$ cat src/rtl/adc_sample_buffer.sv
// adc_sample_buffer
//   Buffers 8-bit ADC capture samples in a synchronous FIFO on the fabric clock.
//   Each stored entry carries a start-of-frame tag that comes from a per-frame
//   sample counter. The block also reports the fill level, full/empty, a sticky
//   overflow flag and a saturating count of dropped samples.
//
// Ports
//   clk           fabric clock
//   reset         asynchronous active-low reset (assert async, release sync)
//   din/din_valid sample from the capture stage plus its one-cycle qualifier
//   frame_sync    restarts frame sample numbering
//   rd_en         read request; data appears one cycle after an accepted read
//   clr_overflow  clears overflow and drop_count
//   dout/dout_sof registered read data and its start-of-frame tag
//   dout_valid    dout/dout_sof updated this cycle
//   empty/full    registered status flags, updated together with level
//   level         stored entry count, 0..DEPTH
//   overflow      sticky flag, set when a sample is dropped
//   drop_count    saturating count of dropped samples
module adc_sample_buffer #(
    parameter int DEPTH             = 64,
    parameter int AW                = 6,
    parameter int SAMPLES_PER_FRAME = 112,
    parameter int DROP_W            = 8
) (
    input  logic              clk,
    input  logic              reset,
    input  logic [7:0]        din,
    input  logic              din_valid,
    input  logic              frame_sync,
    input  logic              rd_en,
    input  logic              clr_overflow,
    output logic [7:0]        dout,
    output logic              dout_sof,
    output logic              dout_valid,
    output logic              empty,
    output logic              full,
    output logic [AW:0]       level,
    output logic              overflow,
    output logic [DROP_W-1:0] drop_count
);

    // Reset synchroniser: assertion reaches the core at once, and release is
    // aligned to clk so that no flop leaves reset close to a clock edge.
    logic [1:0] rst_sync_q;
    logic       rst_n;

    always_ff @(posedge clk or negedge reset) begin
        if (!reset) rst_sync_q <= 2'b00;
        else        rst_sync_q <= {rst_sync_q[0], 1'b1};
    end
    assign rst_n = rst_sync_q[1];

    logic [8:0]        mem [DEPTH];
    logic [AW-1:0]     wr_ptr_q, wr_ptr_d, rd_ptr_q, rd_ptr_d;
    logic [AW:0]       level_q, level_d;
    logic              empty_q, empty_d, full_q, full_d;
    logic [7:0]        dout_q, dout_d;
    logic              dout_sof_q, dout_sof_d, dout_valid_q, dout_valid_d;
    logic              overflow_q, overflow_d;
    logic [DROP_W-1:0] drop_count_q, drop_count_d;
    logic [15:0]       fcnt_q, fcnt_d, fcnt_base;

    logic rd_accept, wr_accept, drop, sof;

    // A full FIFO can still accept a write when a read frees a slot in the
    // same cycle. A sample is dropped only when full and no read is requested.
    assign rd_accept = rd_en & ~empty_q;
    assign wr_accept = din_valid & (~full_q | rd_accept);
    assign drop      = din_valid & full_q & ~rd_en;

    // frame_sync arriving together with a sample makes that sample the
    // frame start.
    assign fcnt_base = frame_sync ? 16'd0 : fcnt_q;
    assign sof       = (fcnt_base == 16'd0);

    always_comb begin
        wr_ptr_d     = wr_ptr_q;
        rd_ptr_d     = rd_ptr_q;
        level_d      = level_q;
        dout_d       = dout_q;
        dout_sof_d   = dout_sof_q;
        dout_valid_d = rd_accept;
        overflow_d   = overflow_q;
        drop_count_d = drop_count_q;
        fcnt_d       = fcnt_base;

        if (wr_accept) wr_ptr_d = wr_ptr_q + AW'(1);
        if (rd_accept) begin
            rd_ptr_d              = rd_ptr_q + AW'(1);
            {dout_sof_d, dout_d}  = mem[rd_ptr_q];
        end

        case ({wr_accept, rd_accept})
            2'b10:   level_d = level_q + (AW+1)'(1);
            2'b01:   level_d = level_q - (AW+1)'(1);
            default: level_d = level_q;
        endcase
        empty_d = (level_d == '0);
        full_d  = (level_d == (AW+1)'(DEPTH));

        // The frame counter advances on every sample, including dropped
        // ones, so frame numbering stays aligned with the source.
        if (din_valid)
            fcnt_d = (fcnt_base == 16'(SAMPLES_PER_FRAME - 1)) ? 16'd0 : fcnt_base + 16'd1;

        // When a drop and a clear happen in the same cycle, the drop wins
        // and is counted from zero.
        if (drop) begin
            overflow_d = 1'b1;
            if (clr_overflow)       drop_count_d = DROP_W'(1);
            else if (~&drop_count_q) drop_count_d = drop_count_q + DROP_W'(1);
        end else if (clr_overflow) begin
            overflow_d   = 1'b0;
            drop_count_d = '0;
        end
    end

    // Sample storage has no reset; the pointers define what is valid.
    always_ff @(posedge clk) begin
        if (wr_accept) mem[wr_ptr_q] <= {sof, din};
    end

    always_ff @(posedge clk or negedge rst_n) begin
        if (!rst_n) begin
            wr_ptr_q     <= '0;
            rd_ptr_q     <= '0;
            level_q      <= '0;
            empty_q      <= 1'b1;
            full_q       <= 1'b0;
            dout_q       <= '0;
            dout_sof_q   <= 1'b0;
            dout_valid_q <= 1'b0;
            overflow_q   <= 1'b0;
            drop_count_q <= '0;
            fcnt_q       <= '0;
        end else begin
            wr_ptr_q     <= wr_ptr_d;
            rd_ptr_q     <= rd_ptr_d;
            level_q      <= level_d;
            empty_q      <= empty_d;
            full_q       <= full_d;
            dout_q       <= dout_d;
            dout_sof_q   <= dout_sof_d;
            dout_valid_q <= dout_valid_d;
            overflow_q   <= overflow_d;
            drop_count_q <= drop_count_d;
            fcnt_q       <= fcnt_d;
        end
    end

    assign dout       = dout_q;
    assign dout_sof   = dout_sof_q;
    assign dout_valid = dout_valid_q;
    assign empty      = empty_q;
    assign full       = full_q;
    assign level      = level_q;
    assign overflow   = overflow_q;
    assign drop_count = drop_count_q;

endmodule

$ cat config.mk
export PLATFORM = sky130hd
export DESIGN_NAME = adc_sample_buffer
export DESIGN_NICKNAME = d
export VERILOG_FILES = /design/src/rtl/adc_sample_buffer.sv
export SDC_FILE = /design/constraint.sdc
export NUM_CORES = 1
export LEC_CHECK = 0
export CAP_MARGIN = 5
export CORE_ASPECT_RATIO = 0.6
export CORE_MARGIN = 4
export CORE_UTILIZATION = 56
export CTS_CLUSTER_DIAMETER = 30
export DETAILED_ROUTE_END_ITERATION = 10
export PLACE_DENSITY = 0.86
export REMOVE_ABC_BUFFERS = 1
export SLEW_MARGIN = 20
export SYNTH_ARGS = -nofsm -noshare
export SYNTH_HDL_FRONTEND = slang
export SYNTH_SLANG_ARGS = --single-unit
$ cat constraint.sdc
create_clock -name clk -period 1.75 [get_ports clk]
set_clock_uncertainty 0.05 [all_clocks]
set_input_delay 0.35 -clock clk [delete_from_list [all_inputs] [get_ports clk]]
set_output_delay 0.35 -clock clk [all_outputs]
set_load 0.01 [all_outputs]
# After elaboration in Yosys (flattened, before gate mapping)
# Memories as Yosys holds them, arrays and structs flattened. A register that Yosys moved wholly into a read port is not among the register bits.
# Cells that the tools add are included.
# totals
reg_bits	49
latchBits	0
ram_bits	576
romBits	0
out_inout_bits	28
elab_cells	48
n_memories	1
# classes
n_addsub	6
n_mul	0
div	0
magnitude_cmp	0
n_eq_ne	5
shift	0
n_mux	12
bitwise_logic	8
n_reduce_logical	6
# mem_list
memory	words	width	rd	rd_clocked_by_memory_dff	write_ports	line	source
mem	64	9	1	1	1	54	logic [8:0] mem [DEPTH];
# op_table
op	n
16-bit 2-to-1 mux	3
8-bit 2-to-1 mux	4
16-bit by 1-bit adder with 16-bit output, second input constant	1
16-bit by 7-bit equality test with 1-bit output, second input constant	1
16-bit zero test	1
7-bit one-hot mux with 2 select lines	1
6-bit by 1-bit adder with 6-bit output, second input constant	2
8-bit by 1-bit adder with 8-bit output, second input constant	1
8-bit AND reduction	1
7-bit by 1-bit adder with 7-bit output, second input constant	1
7-bit equality test, second input constant	1
7-bit zero test	1
7-bit by 1-bit subtractor with 7-bit output, second input constant	1
1-bit bitwise AND	4
1-bit 2-to-1 mux	4
1-bit inverter	3
2-bit by 1-bit equality test with 1-bit output, second input constant	1
2-bit equality test, second input constant	1
2-bit != test, second input constant	1
2-bit AND reduction	1
2-bit nonzero test	1
1-bit zero test	1
1-bit OR	1

# Longest topological paths before layout
# Gate-level depths: netlist of the first run.
# depth
ltp_word	7
depth_mapped	16

# Worst setup path before layout of the first run
# Ideal clock, no wire load.
# synth_path
path_kind	register -> register
start	register fcnt_q[10]
end	memory mem[0][8] (data pin)
setup_ps	517
arrival_time_ps	2916
required_ps	1183
slack_ps	-1733
path_stages_with_launch	5
period_less_slack_ps	3483
path_cell_list	dfrtp_1 > or4_1 > nor4_1 > a21oi_1 > nor2b_1
# synth_between
elab_chain_len	2
# synth_rtl
item	line	source
start: declaration	62	logic [15:0] fcnt_q, fcnt_d, fcnt_base;
start signal: assignment	148	fcnt_q <= fcnt_d;
16-bit 2-to-1 mux	74	assign fcnt_base = frame_sync ? 16'd0 : fcnt_q;
16-bit zero test	75	assign sof = (fcnt_base == 16'd0);
named net sof	64	logic rd_accept, wr_accept, drop, sof;
end: declaration	54	
# The timed path passes the listed nets, and every way through them passes these cells.

# Final worst setup path of the first run
# layout_path
start	register empty_q, in the netlist empty
end	register empty_q, in the netlist empty
# layout_between
elab_chain_len	7
# layout_rtl
item	line	source
start: declaration	57	logic empty_q, empty_d, full_q, full_d;
start signal: assignment	141	empty_q <= empty_d;
1-bit inverter *	68	assign rd_accept = rd_en & ~empty_q;
1-bit bitwise AND *	68	
named net dout_valid_d	59	logic dout_sof_q, dout_sof_d, dout_valid_q, dout_valid_d;
1-bit OR	69	assign wr_accept = din_valid & (~full_q | rd_accept);
1-bit bitwise AND	69	
2-bit by 1-bit equality test with 1-bit output / 2-bit equality test (equally long branches)	94	case ({wr_accept, rd_accept})
7-bit one-hot mux with 2 select lines *	94	
named net level_d[5]	56	logic [AW:0] level_q, level_d;
7-bit zero test *	99	empty_d = (level_d == '0);
named net empty_d	57	
# The timed path passes the listed nets; every way through them passes the cells marked *.
# A chain may end at the register's enable or synchronous reset.

==> results of run 1 <==
synthesized netlist by cell type (5+ instances only):
cell,count
dfrtp_1,57
ha_1,8
clkbuf_1,29
nor3_1,6
mux2i_1,114
buf_2,29
nand2b_1,10
nand3_1,24
or2_2,5
a211oi_1,11
and3_1,8
nor2b_1,12
nand2_1,44
o211ai_1,11
nand4_1,18
xor2_1,12
inv_1,10
buf_1,7
a22oi_1,27
nand3b_1,5
edfxtp_1,576
o22a_1,9
mux4_2,101
buf_4,7
a221oi_1,10
o22ai_1,17
nor4_1,11
nor2_1,109
a21oi_1,17
o21ai_0,18
xnor2_1,21
through the flow:
stage,area [µm²],setup slack (ns),total power [mW],utilization [%]
floorplan,24900,-5.57,23.7,-
global placement,28200,-1.52,31.8,64.0
detailed placement,28200,-1.58,32.2,64.0
CTS,32000,-1.20,50.2,72.7
global route,32800,-1.32,54.6,74.5
finish,32800,-1.24,53.3,74.5
flip-flops by register name (all words and copies together) (netlist names):
signal      count
overflow        1
rst_sync_q      2
empty           1
mem           576
wr_ptr_q        6
dout_valid      1
dout_sof        1
drop_count      8
rd_ptr_q        6
dout            8
full            1
level           7
fcnt_q         16
per-layer routing:
layer	vias to the layer above	global-route usage [%]	routed length, µm
li1	6307	-	-
met1	8071	42.3	27000
met2	1501	44.5	36600
met3	319	9.56	10900
met4	0	9.88	3800
met5	-	0	0
cells in the final DEF (no fill, tap or decap), types with 13 or more instances in the layout:
master,synthesis,layout
nor2_1,109,71
nor2_4,0,28
edfxtp_1,576,576
clkbuf_16,0,80
buf_12,0,32
buf_4,7,193
nand3_1,24,23
clkdlybuf4s50_1,0,28
buf_6,3,68
a22oi_2,0,15
mux2i_4,0,13
a21oi_1,17,13
mux4_2,101,101
mux2i_1,114,91
nand4_1,18,18
xnor2_1,21,18
dfrtp_1,57,50
nand2_1,44,40
worst max-delay path, delay by kind of cell, from the launching register on:
family | cells | cell delay [ns]
simple gates | 5 | 1.28
buf+inv | 4 | 0.60
flops | 1 | 0.53
compound gates | 1 | 0.29
fa+ha+maj | 1 | 0.16
area by class of cell:
| class | count | area, µm² |
|---|---|---|
| flip-flops and latches | 634 | 18800 |
| fillers | 2187 | 11200 |
| multi-input cells | 669 | 7170 |
| repair buffers | 355 | 3690 |
| clock buffers | 90 | 2000 |
| well taps | 579 | 724 |
| clock inverters | 45 | 408 |
| inverters | 10 | 40.0 |
power by group through the flow:
| stage | logic (mW) | clock network [mW] | registers (mW) |
|---|---|---|---|
| after floorplan | 4.73 | 0 | 18.9 |
| after global placement | 13.4 | 0 | 18.4 |
| after detailed placement | 13.7 | 0 | 18.5 |
| after CTS | 17.0 | 15.2 | 18.0 |
| after global routing | 20.2 | 16.1 | 18.2 |
| final | 19.8 | 15.4 | 18.1 |
worst max path at each step:
stage	to	from	slack (ns)	cells past startpoint
3_5_place_dp	empty	rd_en	-1.58	14
4_1_cts	full	empty	-1.20	13
3_3_place_gp	empty	rd_en	-1.52	14
6_report	empty	empty	-1.24	11
2_1_floorplan	dout[6]	rd_ptr_q[0]	-5.57	5
5_1_grt	empty	empty	-1.32	13
repair_timing:
item,in CTS,in global routing
pin swaps,45,45
gates resized for setup,226,164
setup endpoints to repair,703,709
hold endpoints to repair,2,0
hold buffers,1,0
setup buffers,30,15
gates cloned,18,12
logic make-up after synthesis:
| group | count (synthesis) |
|---|---|
| xor+xnor | 33 |
| buf+inv | 87 |
| mux | 217 |
| fa+ha+maj | 8 |
| simple gates | 278 |
| compound gates | 132 |
| flops | 634 |
| other cells | 1 |
==> flow_metrics.py, run 1 <==
metrics = {
    "global_routing": {
        "grt_pass1_wl_um": 106000,
        "antenna_found_initial": 0,
        "grt_remaining_overflow": 0,
        "grt.total_usage_pct": 29.8,
        "grt_pass1_vias": 15804,
        "grt_start_max_net_pins": 65,
    },
    "clock_network": {
        "clk_latency_ns": 0.61,
        "clock-sinks": 634,
        "cts_tree": "yes",
        "clk_pin_slew_ns": 0.06,
        "root_buffer": "clkbuf_16",
        "cts.path.max_buffers": 3,
        "cts_buffers": 73,
        "htree_levels": 3,
    },
    "power_and_ir_drop": {
        "p_clk_share_pct": 28.8,
        "switching_share_pct": 33.5,
        "cellPowerDensity_nw_per_um2": 1620,
        "p_leak_nw": 11.4,
        "internal_power_mw": 35.4,
        "combPwrFrac_pct": 37.1,
        "seq_power_share_pct": 34.1,
        "power.switching_mw": 17.9,
        "ir_drop_mv": 1.11,
    },
    "hold_path": {
        "hp-class": "in2reg",
        "worstHoldEndpoint": "mem[23][1]",
        "hold_start": "din[1]",
        "worstHoldPathCells": 1,
    },
    "drt": {
        "wire_per_inst_um": 32.9,
        "vias": 16198,
        "ant_nets": 0,
        "post_drt_via_cell_ratio": 6.80,
        "drt_iter0_drc": 2914,
        "dr.pass1.iters": 7,
        "drc_errors": 0,
        "routed_wl_um": 78300,
    },
    "logic_synthesis": {
        "synthMuxAreaShare_pct": 13.6,
        "ys_ff_latch": 634,
        "synth_edf_count": 576,
        "synthXorXnorAreaFrac_pct": 1.14,
        "synth-adder-area-share_pct": 0.396,
        "synth_cells": 1390,
        "synth_compound_area_share_pct": 3.60,
        "yosys.area_share.simple_pct": 5.47,
        "async_flop_share_pct": 9.15,
        "ys.flop_type": "edfxtp_1",
        "synth_top_family_by_area": "multiplexers",
        "avgSynthCellArea_um2": 18.2,
        "synth_top_area_share_pct": 68.4,
        "yosys.area.top_type": "edfxtp_1",
        "synth_seq_area_share_pct": 74.1,
        "yosysWarningCount": 0,
        "yosysUniqueCellTypes": 64,
        "synthTopCellsByArea": "edfxtp_1, mux4_2, dfrtp_1, mux2i_1, nor2_1",
        "netlist_area_um2": 25300,
    },
    "run_status": {
        "violations": "setup timing",
        "outcome": "complete, but fails checks",
    },
    "critical_path": {
        "path_max_fanout": 10,
        "cp_common_cell": "buf_4",
        "r2r_slack_ns": -1.24,
        "r2r_end": "empty",
        "cp-start-kind": "flop",
        "r2r_start": "empty",
        "path_cells": "nand2b_4 > buf_4 > inv_2 > ha_4 > buf_4 > bufbuf_16 > or2_1 > a211o_1 > and4_4 > or4b_4 > nor2_2",
        "cpPeakStageDelay_ns": 0.57,
        "path_class": "reg2reg",
        "arrival_ns": 3.46,
        "reg2reg_depth": 11,
        "cp-end-kind": "flop",
        "cp_slowest_cell": "or4b_4",
        "required_ns": 2.22,
    },
    "cells_and_area": {
        "n_antenna_cell": 0,
        "layout-drive-gt1-share_pct": 39.9,
        "fin_nets": 1765,
        "fin_cells": 2382,
        "area_delta_synth_final_pct": 29.7,
    },
    "die": {
        "core_area_um2": 44000,
        "io_pins": 42,
        "dieArea_um2": 48700,
        "initial_core_util_pct": 57.5,
        "die_w_um": 282,
        "rows": 59,
        "die_h_um": 173,
    },
    "timing": {
        "finalMaxSlewViolations": 0,
        "layout_min_cycle_time_ns": 2.99,
        "setup_viol": 703,
        "relSlewSlack_pct": 43.9,
        "hold_slack_ns": 0.0849,
        "setup-tns-final_ns": -249.33,
        "tightest_slew_ns": 0.841,
        "rsz0062_at_grt": "true",
        "hold_viol": 0,
        "fmax_mhz": 335,
        "fin_ws_ns": -1.24,
        "fin_crit_sh_pct": 171,
    },
    "job": {
        "maxCapViolCount": 0,
    },
    "place": {
        "gp_congestion": 0.875,
        "io_buffer_count": 41,
        "place_inst": 2179,
        "hpwlAfterDp_um": 39300,
    },
}
No activity file was read; power rests on OpenSTA's default activity.
==> inputs of run 2 (changes only) <==
--- a/config.mk
+++ b/config.mk
@@ -5,13 +5,14 @@
 export SDC_FILE = /design/constraint.sdc
 export NUM_CORES = 1
 export LEC_CHECK = 0
+export ABC_AREA = 1
 export CAP_MARGIN = 5
 export CORE_ASPECT_RATIO = 0.6
 export CORE_MARGIN = 4
-export CORE_UTILIZATION = 56
+export CORE_UTILIZATION = 50
 export CTS_CLUSTER_DIAMETER = 30
 export DETAILED_ROUTE_END_ITERATION = 10
-export PLACE_DENSITY = 0.86
+export PLACE_DENSITY = 0.8
 export REMOVE_ABC_BUFFERS = 1
 export SLEW_MARGIN = 20
 export SYNTH_ARGS = -nofsm -noshare
==> flow_metrics.py, run 2 <==
metrics = {
    "logic_synthesis": {
        "yosysWarningCount": 0,
        "synth_top_cells_by_count": "nand2_1, edfxtp_1, nand3_1",
        "synth_seq_area_share_pct": 71.1,
        "yosys.area.top_type": "edfxtp_1",
        "async_flop_share_pct": 9.15,
        "synth_top_area_share_pct": 65.6,
        "netlist_area_um2": 26400,
        "synth_edf_count": 576,
        "ys_ff_latch": 634,
        "synth_cells": 2369,
        "avgSynthCellArea_um2": 11.1,
        "ys.flop_type": "edfxtp_1",
        "yosysMostFrequentCell": "nand2_1",
        "yosysUniqueCellTypes": 38,
        "synthTopCellsByArea": "edfxtp_1, nand2_1, nand3_1, dfrtp_1, nor2_1",
    },
    "cells_and_area": {
        "stdcell_area_um2": 33600,
        "fillers": 3497,
        "reg_top3": "mem x576, fcnt_q x16",
        "largest_reg_flops": 576,
        "fin_nets": 2653,
        "regMostFlops": "mem",
        "mostFrequentLayoutCells": "nand2_1, edfxtp_1, nand3_1",
        "multi_input_area_um2": 7700,
        "n_antenna_cell": 0,
        "area_delta_synth_final_pct": 27.4,
        "regArea_um2": 18800,
        "final_common_cell": "nand2_1",
        "layout-drive-gt1-share_pct": 23.0,
    },
    "hold_path": {
        "worstHoldPathCells": 1,
        "hp-class": "in2reg",
        "worstHoldEndpoint": "mem[23][7]",
        "hold_start": "din[7]",
    },
    "drt": {
        "drc_errors": 0,
        "dr.pass1.iters": 6,
        "post_drt_via_cell_ratio": 5.88,
        "wire_per_inst_um": 22.8,
        "ant_nets": 0,
        "drt_iter0_drc": 3221,
        "vias": 19925,
        "routed_wl_um": 77500,
    },
    "clock_network": {
        "htree_levels": 3,
        "root_buffer": "clkbuf_16",
        "cts.path.max_buffers": 3,
        "clk_latency_ns": 0.63,
        "clock-sinks": 634,
        "cts_tree": "yes",
        "clk_pin_slew_ns": 0.07,
        "cts_buffers": 79,
    },
    "timing": {
        "fin_ws_ns": -0.625,
        "setup_viol": 627,
        "fin_crit_sh_pct": 136,
        "rsz0062_at_grt": "true",
        "relSlewSlack_pct": 35.8,
        "fmax_mhz": 421,
        "layout_min_cycle_time_ns": 2.38,
        "hold_viol": 0,
        "tightest_slew_ns": 0.961,
        "finalMaxSlewViolations": 0,
    },
    "critical_path": {
        "cp-end-kind": "flop",
        "cp_common_cell": "inv_2",
        "path_max_fanout": 4,
        "r2r_end": "empty",
        "critPathBufInv": 4,
        "path_class": "reg2reg",
        "path_cells": "nor2_4 > inv_2 > a21oi_4 > inv_2 > ha_4 > inv_2 > nand2_2 > nand2_2 > inv_2 > ha_4 > nand2_2 > o21ai_2 > or2_1 > nor2_1 > nand3_1 > nor2_1 > nand2_1 > nor2_2",
        "arrival_ns": 2.86,
        "cp-start-kind": "flop",
        "cp_slowest_cell": "dfstp_2",
        "cpPeakStageDelay_ns": 0.38,
        "required_ns": 2.24,
        "r2r_slack_ns": -0.63,
        "r2r_start": "empty",
        "reg2reg_depth": 18,
        "crit_family": "simple AND/OR/NAND/NOR gates",
    },
    "global_routing": {
        "grt_pass1_vias": 19371,
        "grt_pass1_wl_um": 114000,
        "antenna_found_initial": 0,
        "grt_remaining_overflow": 0,
        "grt_start_max_net_pins": 65,
        "grt.total_usage_pct": 26.4,
    },
    "power_and_ir_drop": {
        "p_leak_nw": 13.1,
        "power.total_mw": 56.8,
        "ir_drop_mv": 1.15,
        "cellPowerDensity_nw_per_um2": 1690,
    },
    "place": {
        "postPlaceCellArea_um2": 29200,
        "gp_congestion": 0.949,
        "hpwlAfterDp_um": 43600,
        "io_buffer_count": 41,
    },
    "job": {
        "maxCapViolCount": 0,
    },
    "die": {
        "die_h_um": 186,
        "core_area_um2": 51600,
        "rows": 64,
        "initial_core_util_pct": 51.1,
        "dieArea_um2": 56600,
        "io_pins": 42,
        "die_w_um": 304,
    },
    "run_status": {
        "outcome": "complete, but fails checks",
        "violations": "setup timing",
    },
}
==> run 2: report_power, final <==
part,total [mW],leakage [nW],switching (mW),internal [mW]
logic,22.4,5.88,14.5,7.89
registers,18.0,5.91,0.559,17.4
clock network,16.4,1.29,6.94,9.47
==> run 2: layout make-up <==
cell class              count  share of cell area (%)
flip-flops and latches    634                    55.8
multi-input cells        1547                    22.9
repair buffers            297                    9.66
clock buffers              85                    5.95
well taps                 693                    2.58
clock inverters            62                    1.98
inverters                  68                   0.816
repair inverters            4                   0.246
==> run 2: worst max path at each step <==
stage | startpoint | end | cells after the start
5_1_grt | empty | full | 18
2_1_floorplan | rd_ptr_q[0] | rd_ptr_q[5] | 4
6_report | empty | empty | 18
3_5_place_dp | rd_en | empty | 20
3_3_place_gp | rd_en | empty | 20
4_1_cts | empty | empty | 18
==> run 2: cell families (layout without fill, tap and decap cells) <==
logic type / count (synthesis) / in the layout / share of synthesized area (%)
multiplexers: 1 / 1 / 0.0427
other: 1 / 1 / 0.0142
XOR/XNOR: 22 / 22 / 0.731
buffers and inverters: 188 / 516 / 3.12
adder cells (fa/ha/maj): 8 / 8 / 0.380
flip-flops: 634 / 634 / 71.1
AO/OA/AOI/OAI: 98 / 98 / 1.95
AND/OR/NAND/NOR: 1417 / 1417 / 22.7
==> run 2: routing by layer <==
| metal | share of wire (%) | global-route usage [%] | vias to the layer above |
|---|---|---|---|
| met4 | 3.2 | 8.20 | 0 |
| met2 | 44 | 40.3 | 1516 |
| met1 | 37 | 37.0 | 9487 |
| met3 | 15 | 8.04 | 220 |
| li1 | - | - | 8702 |
| met5 | 0 | 0 | - |
==> run 2: stage by stage <==
| step | instances | worst slack, ns | util (%) | TNS, ns | hold slack, ns |
|---|---|---|---|---|---|
| CTS | 3382 | -0.586 | 64.0 | -147.94 | 0.0401 |
| global placement | 3199 | -1.26 | 56.6 | -464.32 | 0.226 |
| floorplan | 2249 | -8.37 | - | -1101.97 | 0.00441 |
| detailed placement | 3199 | -1.25 | 56.6 | -479.72 | 0.228 |
| finish | 3390 | -0.625 | 65.2 | -184.83 | 0.0651 |
| global route | 3390 | -0.741 | 65.2 | -223.16 | 0.0599 |
==> run 2: timing repair <==
item / in CTS / in global routing
hold buffers: 1 / 0
pin swaps: 58 / 46
hold endpoints to repair: 2 / 0
resized for setup: 195 / 108
setup buffers: 28 / 10
setup endpoints to repair: 614 / 701
gates cloned: 10 / 8
==> run 2: worst register-to-register path: stages, from the launching register on <==
cell and delay [ns]:
dfstp_2 0.38, nor2_4 0.15, inv_2 0.07, a21oi_4 0.14
inv_2 0.07, ha_4 0.18, inv_2 0.07, nand2_2 0.05
nand2_2 0.06, inv_2 0.05, ha_4 0.21, nand2_2 0.06
o21ai_2 0.06, or2_1 0.22, nor2_1 0.13, nand3_1 0.09
nor2_1 0.09, nand2_1 0.10, nor2_2 0.11
